--- config.mk ---
export PLATFORM = sky130hd
export DESIGN_NAME = i2s_rx
export DESIGN_NICKNAME = d
export VERILOG_FILES = /design/src/rtl/i2s_pkg.sv /design/src/rtl/i2s_sync_edge.sv /design/src/rtl/i2s_rx.sv
export SDC_FILE = /design/constraint.sdc
export NUM_CORES = 1
export LEC_CHECK = 0
export ABC_AREA = 1
export BUFFER_PORTS_ARGS = -buffer_cell sky130_fd_sc_hd__buf_2
export CAP_MARGIN = 30
export CORE_MARGIN = 5
export CORE_UTILIZATION = 40
export DETAILED_ROUTE_END_ITERATION = 12
export PLACE_DENSITY = 0.63
export SYNTH_ARGS = -nofsm -noshare
export SYNTH_HDL_FRONTEND = slang
export SYNTH_SLANG_ARGS = --single-unit
export TNS_END_PERCENT = 50
--- constraint.sdc ---
create_clock -name clk -period 5.69 [get_ports clk]
set_input_delay 1.138 -clock clk [delete_from_list [all_inputs] [get_ports clk]]
set_output_delay 1.138 -clock clk [all_outputs]
set_load 0.01 [all_outputs]
--- src/rtl/i2s_pkg.sv ---
// ---------------------------------------------------------------------------
// i2s_pkg
// Constants and types shared by the I2S transmit and receive directions.
//   I2S_SAMPLE_W   : default audio sample width in bits
//   I2S_BCK_DIV    : system clocks per BCK period used by the transmitter
//   i2s_rx_state_t : receiver word-framing state
// ---------------------------------------------------------------------------
package i2s_pkg;

  localparam int I2S_SAMPLE_W = 24;
  localparam int I2S_BCK_DIV  = 26;

  typedef enum logic [0:0] {
    IDLE  = 1'b0,  // waiting for the first word boundary after reset
    SHIFT = 1'b1   // collecting bits of the current half-frame
  } i2s_rx_state_t;

endpackage

--- src/rtl/i2s_sync_edge.sv ---
// ---------------------------------------------------------------------------
// i2s_sync_edge
// Brings one asynchronous pad signal into the clk domain through a
// SYNC_STAGES flop chain and flags its rising edge.
//   clk      : system clock
//   rst      : asynchronous active-high reset
//   i_async  : pad-level input, asynchronous to clk
//   o_level  : synchronised level
//   o_rise   : one-clk registered pulse, one clk after o_level goes 0 -> 1
// ---------------------------------------------------------------------------
module i2s_sync_edge #(
  parameter int SYNC_STAGES = 2
) (
  input  logic clk,
  input  logic rst,
  input  logic i_async,
  output logic o_level,
  output logic o_rise
);

  logic [SYNC_STAGES-1:0] r_sync;
  logic                   r_prev;
  logic                   r_rise;

  always_ff @(posedge clk or posedge rst) begin
    if (rst) begin
      r_sync <= '0;
      r_prev <= 1'b0;
      r_rise <= 1'b0;
    end else begin
      // NOTE: non-blocking assignments make every stage take the value its
      // predecessor held before this edge; blocking ones would collapse the
      // chain into a single flop.
      r_sync[0] <= i_async;
      for (int i = 1; i < SYNC_STAGES; i++) begin
        r_sync[i] <= r_sync[i-1];
      end
      r_prev <= r_sync[SYNC_STAGES-1];
      r_rise <= r_sync[SYNC_STAGES-1] & ~r_prev;
    end
  end

  assign o_level = r_sync[SYNC_STAGES-1];
  assign o_rise  = r_rise;

endmodule

--- src/rtl/i2s_rx.sv ---
// ---------------------------------------------------------------------------
// i2s_rx
// I2S receiver. Synchronises BCK/WS/SD into the clk domain, recovers
// MSB-first left/right words with the standard one-BCK WS delay and presents
// them on a valid/ready port. clk must run at least 8x the BCK rate.
//   clk, rst       : system clock, asynchronous active-high reset
//   bck, ws, sd    : I2S pad inputs, asynchronous to clk
//   invert         : static; swaps the meaning of ws
//   sample_out     : received word, left-justified, zero-padded if short
//   sample_right   : 1 = right channel word, 0 = left
//   sample_valid   : word available; held until sample_ready
//   sample_ready   : consumer accepts the word
//   overrun        : sticky, a held word was overwritten
//   frame_err      : (only with I2S_RX_FRAME_CHECK_EN) one-clk pulse with an
//                    emitted word whose half-frame was not SAMPLE_W bits
// Build option: define I2S_RX_FRAME_CHECK_EN to add frame_err.
// ---------------------------------------------------------------------------
module i2s_rx
  import i2s_pkg::*;
#(
  parameter int SAMPLE_W    = I2S_SAMPLE_W,
  parameter int SYNC_STAGES = 2
) (
  input  logic                clk,
  input  logic                rst,
  input  logic                bck,
  input  logic                ws,
  input  logic                sd,
  input  logic                invert,
  output logic [SAMPLE_W-1:0] sample_out,
  output logic                sample_right,
  output logic                sample_valid,
  input  logic                sample_ready,
  output logic                overrun
`ifdef I2S_RX_FRAME_CHECK_EN
  ,
  output logic                frame_err
`endif
);

  localparam int             CNT_W    = $clog2(SAMPLE_W + 1);
  localparam logic [CNT_W-1:0] FULL_CNT = CNT_W'(SAMPLE_W);

  // Synchronised pad signals
  logic w_bck_rise;
  logic w_bck_level_unused;
  logic w_ws_level;
  logic w_ws_rise_unused;
  logic w_sd_level;
  logic w_sd_rise_unused;

  i2s_sync_edge #(.SYNC_STAGES(SYNC_STAGES)) u_sync_bck (
    .clk     (clk),
    .rst     (rst),
    .i_async (bck),
    .o_level (w_bck_level_unused),
    .o_rise  (w_bck_rise)
  );

  i2s_sync_edge #(.SYNC_STAGES(SYNC_STAGES)) u_sync_ws (
    .clk     (clk),
    .rst     (rst),
    .i_async (ws),
    .o_level (w_ws_level),
    .o_rise  (w_ws_rise_unused)
  );

  i2s_sync_edge #(.SYNC_STAGES(SYNC_STAGES)) u_sync_sd (
    .clk     (clk),
    .rst     (rst),
    .i_async (sd),
    .o_level (w_sd_level),
    .o_rise  (w_sd_rise_unused)
  );

  // Framing state
  i2s_rx_state_t       r_state;
  logic                r_ws_prev;
  logic [SAMPLE_W-1:0] r_shift;
  logic [CNT_W-1:0]    r_bit_cnt;

  // Output port registers
  logic [SAMPLE_W-1:0] r_sample_out;
  logic                r_sample_right;
  logic                r_sample_valid;
  logic                r_overrun;

  logic                w_ws_s;
  logic                w_ws_change;
  logic                w_has_room;
  logic                w_emit;
  logic [SAMPLE_W-1:0] w_shift_next;
  logic [CNT_W-1:0]    w_cnt_next;
  logic [SAMPLE_W-1:0] w_word;

  assign w_ws_s      = w_ws_level ^ invert;
  assign w_ws_change = w_bck_rise && (w_ws_s != r_ws_prev);
  assign w_has_room  = (r_bit_cnt < FULL_CNT);
  assign w_emit      = (r_state == SHIFT) && w_ws_change;

  // Shift register and count after taking this edge's bit; bits past
  // SAMPLE_W are dropped so the register always holds the leading bits.
  always_comb begin
    // NOTE: defaults first so every path assigns both signals and no latch
    // is inferred.
    w_shift_next = r_shift;
    w_cnt_next   = r_bit_cnt;
    if (w_has_room) begin
      w_shift_next = {r_shift[SAMPLE_W-2:0], w_sd_level};
      w_cnt_next   = r_bit_cnt + CNT_W'(1);
    end
  end

  // Short half-frames are left-justified: shift up by the missing bit count.
  assign w_word = w_shift_next << (FULL_CNT - w_cnt_next);

`ifdef I2S_RX_FRAME_CHECK_EN
  logic r_long;       // a bit was dropped in the current half-frame
  logic r_frame_err;
  logic w_len_err;

  assign w_len_err = (w_cnt_next != FULL_CNT) || r_long || !w_has_room;
`endif

  always_ff @(posedge clk or posedge rst) begin
    if (rst) begin
      r_state        <= IDLE;
      r_ws_prev      <= 1'b0;
      r_shift        <= '0;
      r_bit_cnt      <= '0;
      r_sample_out   <= '0;
      r_sample_right <= 1'b0;
      r_sample_valid <= 1'b0;
      r_overrun      <= 1'b0;
`ifdef I2S_RX_FRAME_CHECK_EN
      r_long         <= 1'b0;
      r_frame_err    <= 1'b0;
`endif
    end else begin
`ifdef I2S_RX_FRAME_CHECK_EN
      r_frame_err <= 1'b0;
`endif
      if (w_bck_rise) begin
        r_ws_prev <= w_ws_s;
        case (r_state)
          IDLE: begin
            if (w_ws_change) begin
              r_state   <= SHIFT;
              r_shift   <= '0;
              r_bit_cnt <= '0;
`ifdef I2S_RX_FRAME_CHECK_EN
              r_long    <= 1'b0;
`endif
            end
          end
          SHIFT: begin
            if (w_ws_change) begin
              // Word boundary: the final bit goes straight into w_word.
              r_shift   <= '0;
              r_bit_cnt <= '0;
`ifdef I2S_RX_FRAME_CHECK_EN
              r_long    <= 1'b0;
`endif
            end else begin
              r_shift   <= w_shift_next;
              r_bit_cnt <= w_cnt_next;
`ifdef I2S_RX_FRAME_CHECK_EN
              if (!w_has_room) r_long <= 1'b1;
`endif
            end
          end
          default: r_state <= IDLE;
        endcase
      end

      // A new word always wins; an accept in the same clk is not an overrun.
      if (w_emit) begin
        r_sample_out   <= w_word;
        r_sample_right <= r_ws_prev;
        r_sample_valid <= 1'b1;
        if (r_sample_valid && !sample_ready) r_overrun <= 1'b1;
`ifdef I2S_RX_FRAME_CHECK_EN
        r_frame_err    <= w_len_err;
`endif
      end else if (r_sample_valid && sample_ready) begin
        r_sample_valid <= 1'b0;
      end
    end
  end

  assign sample_out   = r_sample_out;
  assign sample_right = r_sample_right;
  assign sample_valid = r_sample_valid;
  assign overrun      = r_overrun;
`ifdef I2S_RX_FRAME_CHECK_EN
  assign frame_err    = r_frame_err;
`endif

endmodule

=== Word level (Yosys, flattened, before mapping) ===
Index checks and enable logic that the tools add are counted.

* Flip-flop bits (word level): 66
* Output and inout port bits: 27

* Reduce and logical (&&, ||, !) cells: 8
* Equal/unequal tests: 2
* $lt $le $gt $ge: 1
* Multiplexer cells: 12
* Shifts and indexed selects: 1
* Add/sub/neg operators: 2
* Bitwise gates (word level): 4

{| class="wikitable"
|+ Operators by type and width
! operator !! count
|-
| 2-to-1 mux 24 bit || 3
|-
| case mux 24 bit (2 select lines) || 1
|-
| left shift 24 x 5 -> 24 bit || 1
|-
| 2-to-1 mux 5 bit || 3
|-
| case mux 5 bit (2 select lines) || 1
|-
| adder 5 x 1 -> 5 bit, second input constant || 1
|-
| < comparator 5 bit, second input constant || 1
|-
| subtractor 5 bit, first input constant || 1
|-
| logical AND 1 bit || 4
|-
| 2-to-1 mux 1 bit || 4
|-
| AND reduction 2 bit || 2
|-
| != test 2 bit, second input constant || 1
|-
| inverter 1 bit || 2
|-
| nonzero test 2 bit || 1
|-
| AND 1 bit || 1
|-
| logical NOT 1 bit || 1
|-
| != test 1 bit || 1
|-
| XOR 1 bit || 1
|}

=== Longest topological paths before layout ===
* Depth after elaboration: 5
* Mapped depth: 16

=== Hierarchy ===
From an unflattened synthesis, not the netlist that was laid out.

* Cells, all modules: 607
* Area total of the unflattened synthesis: 4292.9 um^2

{| class="wikitable"
|+ By module, submodules not included
! module !! cells an instance !! seq. area each (um^2) !! instances !! area an instance (um^2)
|-
| i2s_rx || 586 || 1451.4 || 1 || 3951.3
|-
| i2s_sync_edge || 7 || 100.1 || 3 || 113.9
|}

=== Worst setup path before layout ===
No wires, ideal clock.

* Path type: input to register
* Start point: in invert
* End point: reg r_shift[11]
* Cell stages on the path: 6
* Data required time: 5552 ps
* Setup slack: 3328 ps
* Data arrival time: 2224 ps
* Cells stage by stage: xnor2_1 > xor2_1 > a21oi_1 > clkbuf_1 > clkbuf_1 > o22ai_1

* Word-level cells in the longest chain between the ends: 5

{| class="wikitable"
|+ RTL lines
! what !! line !! source
|-
| from (decl) || i2s_rx.sv:29 || <nowiki>input logic invert,</nowiki>
|-
| XOR 1 bit (*) || i2s_rx.sv:96 || <nowiki>assign w_ws_s = w_ws_level ^ invert;</nowiki>
|-
| != test 1 bit (*) || i2s_rx.sv:97 || <nowiki>assign w_ws_change = w_bck_rise && (w_ws_s != r_ws_prev);</nowiki>
|-
| logical AND 1 bit (*) || i2s_rx.sv:97 ||
|-
| 2-to-1 mux 24 bit or != test 2 bit (tied branches) || - ||
|-
| case mux 24 bit (2 select lines) or AND reduction 2 bit (tied branches) || - ||
|-
| to (signal assigned) || i2s_rx.sv:165 || <nowiki>r_shift <= w_shift_next;</nowiki>
|-
| to (decl) || i2s_rx.sv:79 || <nowiki>logic [SAMPLE_W-1:0] r_shift;</nowiki>
|}

Every way passes the cells marked *; elsewhere a longest branch is shown, timed or not.
A chain may end at the register's enable or synchronous reset.

=== Final worst setup path ===
* Start point: reg r_bit_cnt[3]
* End point: reg r_sample_out[21] (netlist: sample_out[21])

* Word-level cells in the longest chain between the ends: 4

{| class="wikitable"
|+ RTL lines
! what !! line !! source
|-
| from (decl) || i2s_rx.sv:80 || <nowiki>logic [CNT_W-1:0] r_bit_cnt;</nowiki>
|-
| from (signal assigned) || i2s_rx.sv:166 || <nowiki>r_bit_cnt <= w_cnt_next;</nowiki>
|-
| adder 5 x 1 -> 5 bit or < comparator 5 bit (tied branches) || i2s_rx.sv:110, i2s_rx.sv:98 ||
|-
| 2-to-1 mux 5 bit || i2s_rx.sv:108 || <nowiki>if (w_has_room) begin</nowiki>
|-
| subtractor 5 bit || i2s_rx.sv:115 || <nowiki>assign w_word = w_shift_next << (FULL_CNT - w_cnt_next);</nowiki>
|-
| left shift 24 x 5 -> 24 bit (*) || i2s_rx.sv:115 ||
|-
| to (signal assigned) || i2s_rx.sv:178 || <nowiki>r_sample_out <= w_word;</nowiki>
|-
| to (decl) || i2s_rx.sv:83 || <nowiki>logic [SAMPLE_W-1:0] r_sample_out;</nowiki>
|}

Marked as above.

==> impl_metrics.py <==
metrics = {
    "status": {
        "status": "complete, no violations",
    },
    "yosys": {
        "async_reset_ff_frac": 1.00,
        "syn_inst": 592,
        "ys_types": 26,
        "synth-seq-area-share": 0.399,
        "yosysWarnings": 0,
        "netlist_area_um2": 4140,
        "syn_avg_cell_area_um2": 6.99,
        "synth-seq-cells": 66,
        "ys.flop_type": "dfrtp_1",
        "synth_edf_count": 0,
        "synth_fp_nets": 600,
    },
    "routing": {
        "finalWirelength_um": 10400,
        "drt-wirelength-per-cell_um": 13.8,
        "antenna_left": 0,
        "drtPass1Iterations": 5,
        "vias": 3907,
        "drt_iter0_markers": 368,
        "drc_errors": 0,
        "vias_per_cell": 5.21,
    },
    "global_route": {
        "grt_antenna_before_repair": 0,
        "grt_pass1_wl_um": 18000,
        "track_usage": 0.173,
        "gr-total-overflow": 0,
        "grt_max_degree": 67,
        "grt_pass1_vias": 3774,
    },
    "placed_design": {
        "place.gp.congestion": 0.952,
        "dpl.hpwl_um": 7530,
        "io_buffers": 33,
        "dp.cells": 734,
    },
    "worst_hold_path": {
        "holdCritStartpoint": "u_sync_sd.r_sync[0]$_DFF_PP0_",
        "min_path_type": "reg -> reg",
    },
    "clocking": {
        "clk_latency_ns": 0.36,
        "numCtsBuffers": 9,
        "cts_root_buffer": "clkbuf_8",
        "post_cts_resized": 0,
        "clk_path_buf_depth": 2,
        "clock_sinks": 66,
        "cts_tree": "done",
        "cts_setup_buffers": 0,
        "holdBufCountCts": 0,
        "cts.htree.levels": 3,
        "clkTransAtPathRegs_ns": 0.09,
    },
    "sta": {
        "relSlewSlack": 0.457,
        "final.period_utilization": 0.566,
        "finalMaxSlewViolations": 0,
        "fin_crit_ns": 3.22,
        "hold_viol": 0,
        "hold_slack_ns": 0.353,
        "skew_ns": 0.0146,
        "finalSetupTns_ns": 0,
        "setup_violations": 0,
        "worst_slew_pin_slew_ns": 0.814,
        "rsz0062_at_grt": "false",
        "fmax_mhz": 311,
    },
    "worst_setup_path": {
        "worstReg2RegStart": "r_bit_cnt[3]$_DFFE_PP0P_",
        "arrival_ns": 3.50,
        "crit_end": "sample_out[21]$_DFFE_PP0P_",
        "crit_path_end_kind": "flip-flop",
        "cp_max_fo": 52,
        "required_ns": 5.97,
        "r2r_cells": 10,
        "rrSetupSlack_ns": 2.47,
        "rr_endpoint": "sample_out[21]$_DFFE_PP0P_",
        "worstSetupPathType": "reg -> reg",
        "cp-start-kind": "flip-flop",
        "cpPeakStageDelay_ns": 0.76,
        "crit_start": "r_bit_cnt[3]$_DFFE_PP0P_",
        "crit_chain": "nand2_4, nand2_1, nand2_2, nand2_4, nand2_1, nand2_1, nand3_1, nand3_1, nand3_1, a21oi_1",
        "slowest_stage": "dfrtp_1",
    },
    "finish": {
        "drive_gt1_frac": 0.127,
        "finish.net_count": 617,
        "mostFrequentLayoutCell": "nand2_1",
        "diodes": 0,
        "final_cell_mix": "nand2_1 (220), nand3_1 (101), dfrtp_1 (66)",
        "finalNonFillerCells": 750,
        "syn_to_final_growth_pct": 10.2,
    },
    "pwr": {
        "p_switching_uw": 798,
        "leakage_nw": 2.34,
        "p_per_area_nw_per_um2": 396,
        "p_sw_frac": 0.442,
        "clkPwrFrac": 0.252,
        "power.share.combinational": 0.454,
        "ir_worst_vdd_mv": 0.162,
        "internal_power_mw": 1.01,
        "seqPwrFrac": 0.294,
    },
    "job": {
        "max_cap_violations": 0,
    },
    "die": {
        "die-area_um2": 12500,
        "die_x_um": 112,
        "die_h_um": 112,
        "pin_count": 34,
        "initial_utilization": 0.406,
        "core_area_um2": 10200,
        "row_count": 37,
    },
}
[layout make-up]
type | count | area, um^2
sequential | 66 | 1650
fill | 1058 | 5630
timing repair buffer | 37 | 215
tap | 136 | 170
clock inverter | 6 | 88.8
clock buffer | 10 | 138
inverter | 51 | 191
multi-input combinational | 444 | 2100
[power groups by stage]
stage	Combinational [mW]	Sequential, mW	Clock, mW
6_report	0.820	0.530	0.455
2_1_floorplan	0.659	0.546	0
4_1_cts	0.809	0.530	0.464
3_5_place_dp	0.804	0.539	0
3_3_place_gp	0.803	0.538	0
5_1_grt	0.918	0.535	0.489
[stage by stage]
step	setup WS, ns	util	power [mW]	area (um^2)
3_5_place_dp	2.56	0.425	1.34	4330
5_1_grt	2.22	0.447	1.94	4560
2_1_floorplan	2.90	-	1.20	4140
3_3_place_gp	2.43	0.422	1.34	4300
6_report	2.47	0.447	1.81	4560
4_1_cts	2.55	0.447	1.80	4560
[worst max-delay path, delay by kind of cell (launching register included)]
kind,cells,cell delay [ns]
compound gates,1,0.20
flops,1,0.76
simple gates,9,2.18
[state kept, by name (all words and copies together) (netlist names)]
register	count
r_shift	24
u_sync_ws.r_sync	2
overrun	1
sample_out	24
r_bit_cnt	5
r_ws_prev	1
sample_valid	1
r_state	1
u_sync_bck.r_sync	2
u_sync_bck.r_prev	1
u_sync_sd.r_sync	2
sample_right	1
u_sync_bck.o_rise	1
[synthesized netlist by cell type (7+ instances only)]
master / number / area, um^2
o21ai_0: 15 / 75.1
nor2_1: 13 / 48.8
clkbuf_1: 7 / 26.3
nand2_4: 7 / 78.8
a21oi_1: 17 / 85.1
nand2_1: 220 / 826
o22ai_1: 22 / 138
inv_1: 45 / 169
o21ai_1: 34 / 170
buf_2: 14 / 70.1
dfrtp_1: 66 / 1650
nand3_1: 101 / 505
[cell families (layout without fill, tap and decap cells)]
logic type | Yosys count | after routing | synth area share
xor+xnor | 4 | 4 | 0.0148
simple gates | 349 | 349 | 0.369
buf+inv | 82 | 104 | 0.0932
compound gates | 90 | 90 | 0.120
flops | 66 | 66 | 0.399
fa+ha+maj | 1 | 1 | 0.00303
[layer usage]
metal  part of all wire  vias to the layer above  GRT usage
met5                  0                        -          0
met3              0.058                       25     0.0321
met4              0.032                        0     0.0770
li1                   -                     1969          -
met2               0.44                      112      0.255
met1               0.47                     1801      0.247
[how the worst min path moves through the flow]
stage,end,cells past startpoint,slack (ns)
floorplan,u_sync_bck.r_sync[1]$_DFF_PP0_,0,0.33
global placement,u_sync_ws.r_sync[1]$_DFF_PP0_,0,0.33
detailed placement,u_sync_sd.r_sync[1]$_DFF_PP0_,0,0.34
CTS,u_sync_sd.r_sync[1]$_DFF_PP0_,0,0.36
global route,u_sync_bck.r_sync[1]$_DFF_PP0_,0,0.37
finish,u_sync_sd.r_sync[1]$_DFF_PP0_,0,0.35
Power figures use the tool's default switching activity.
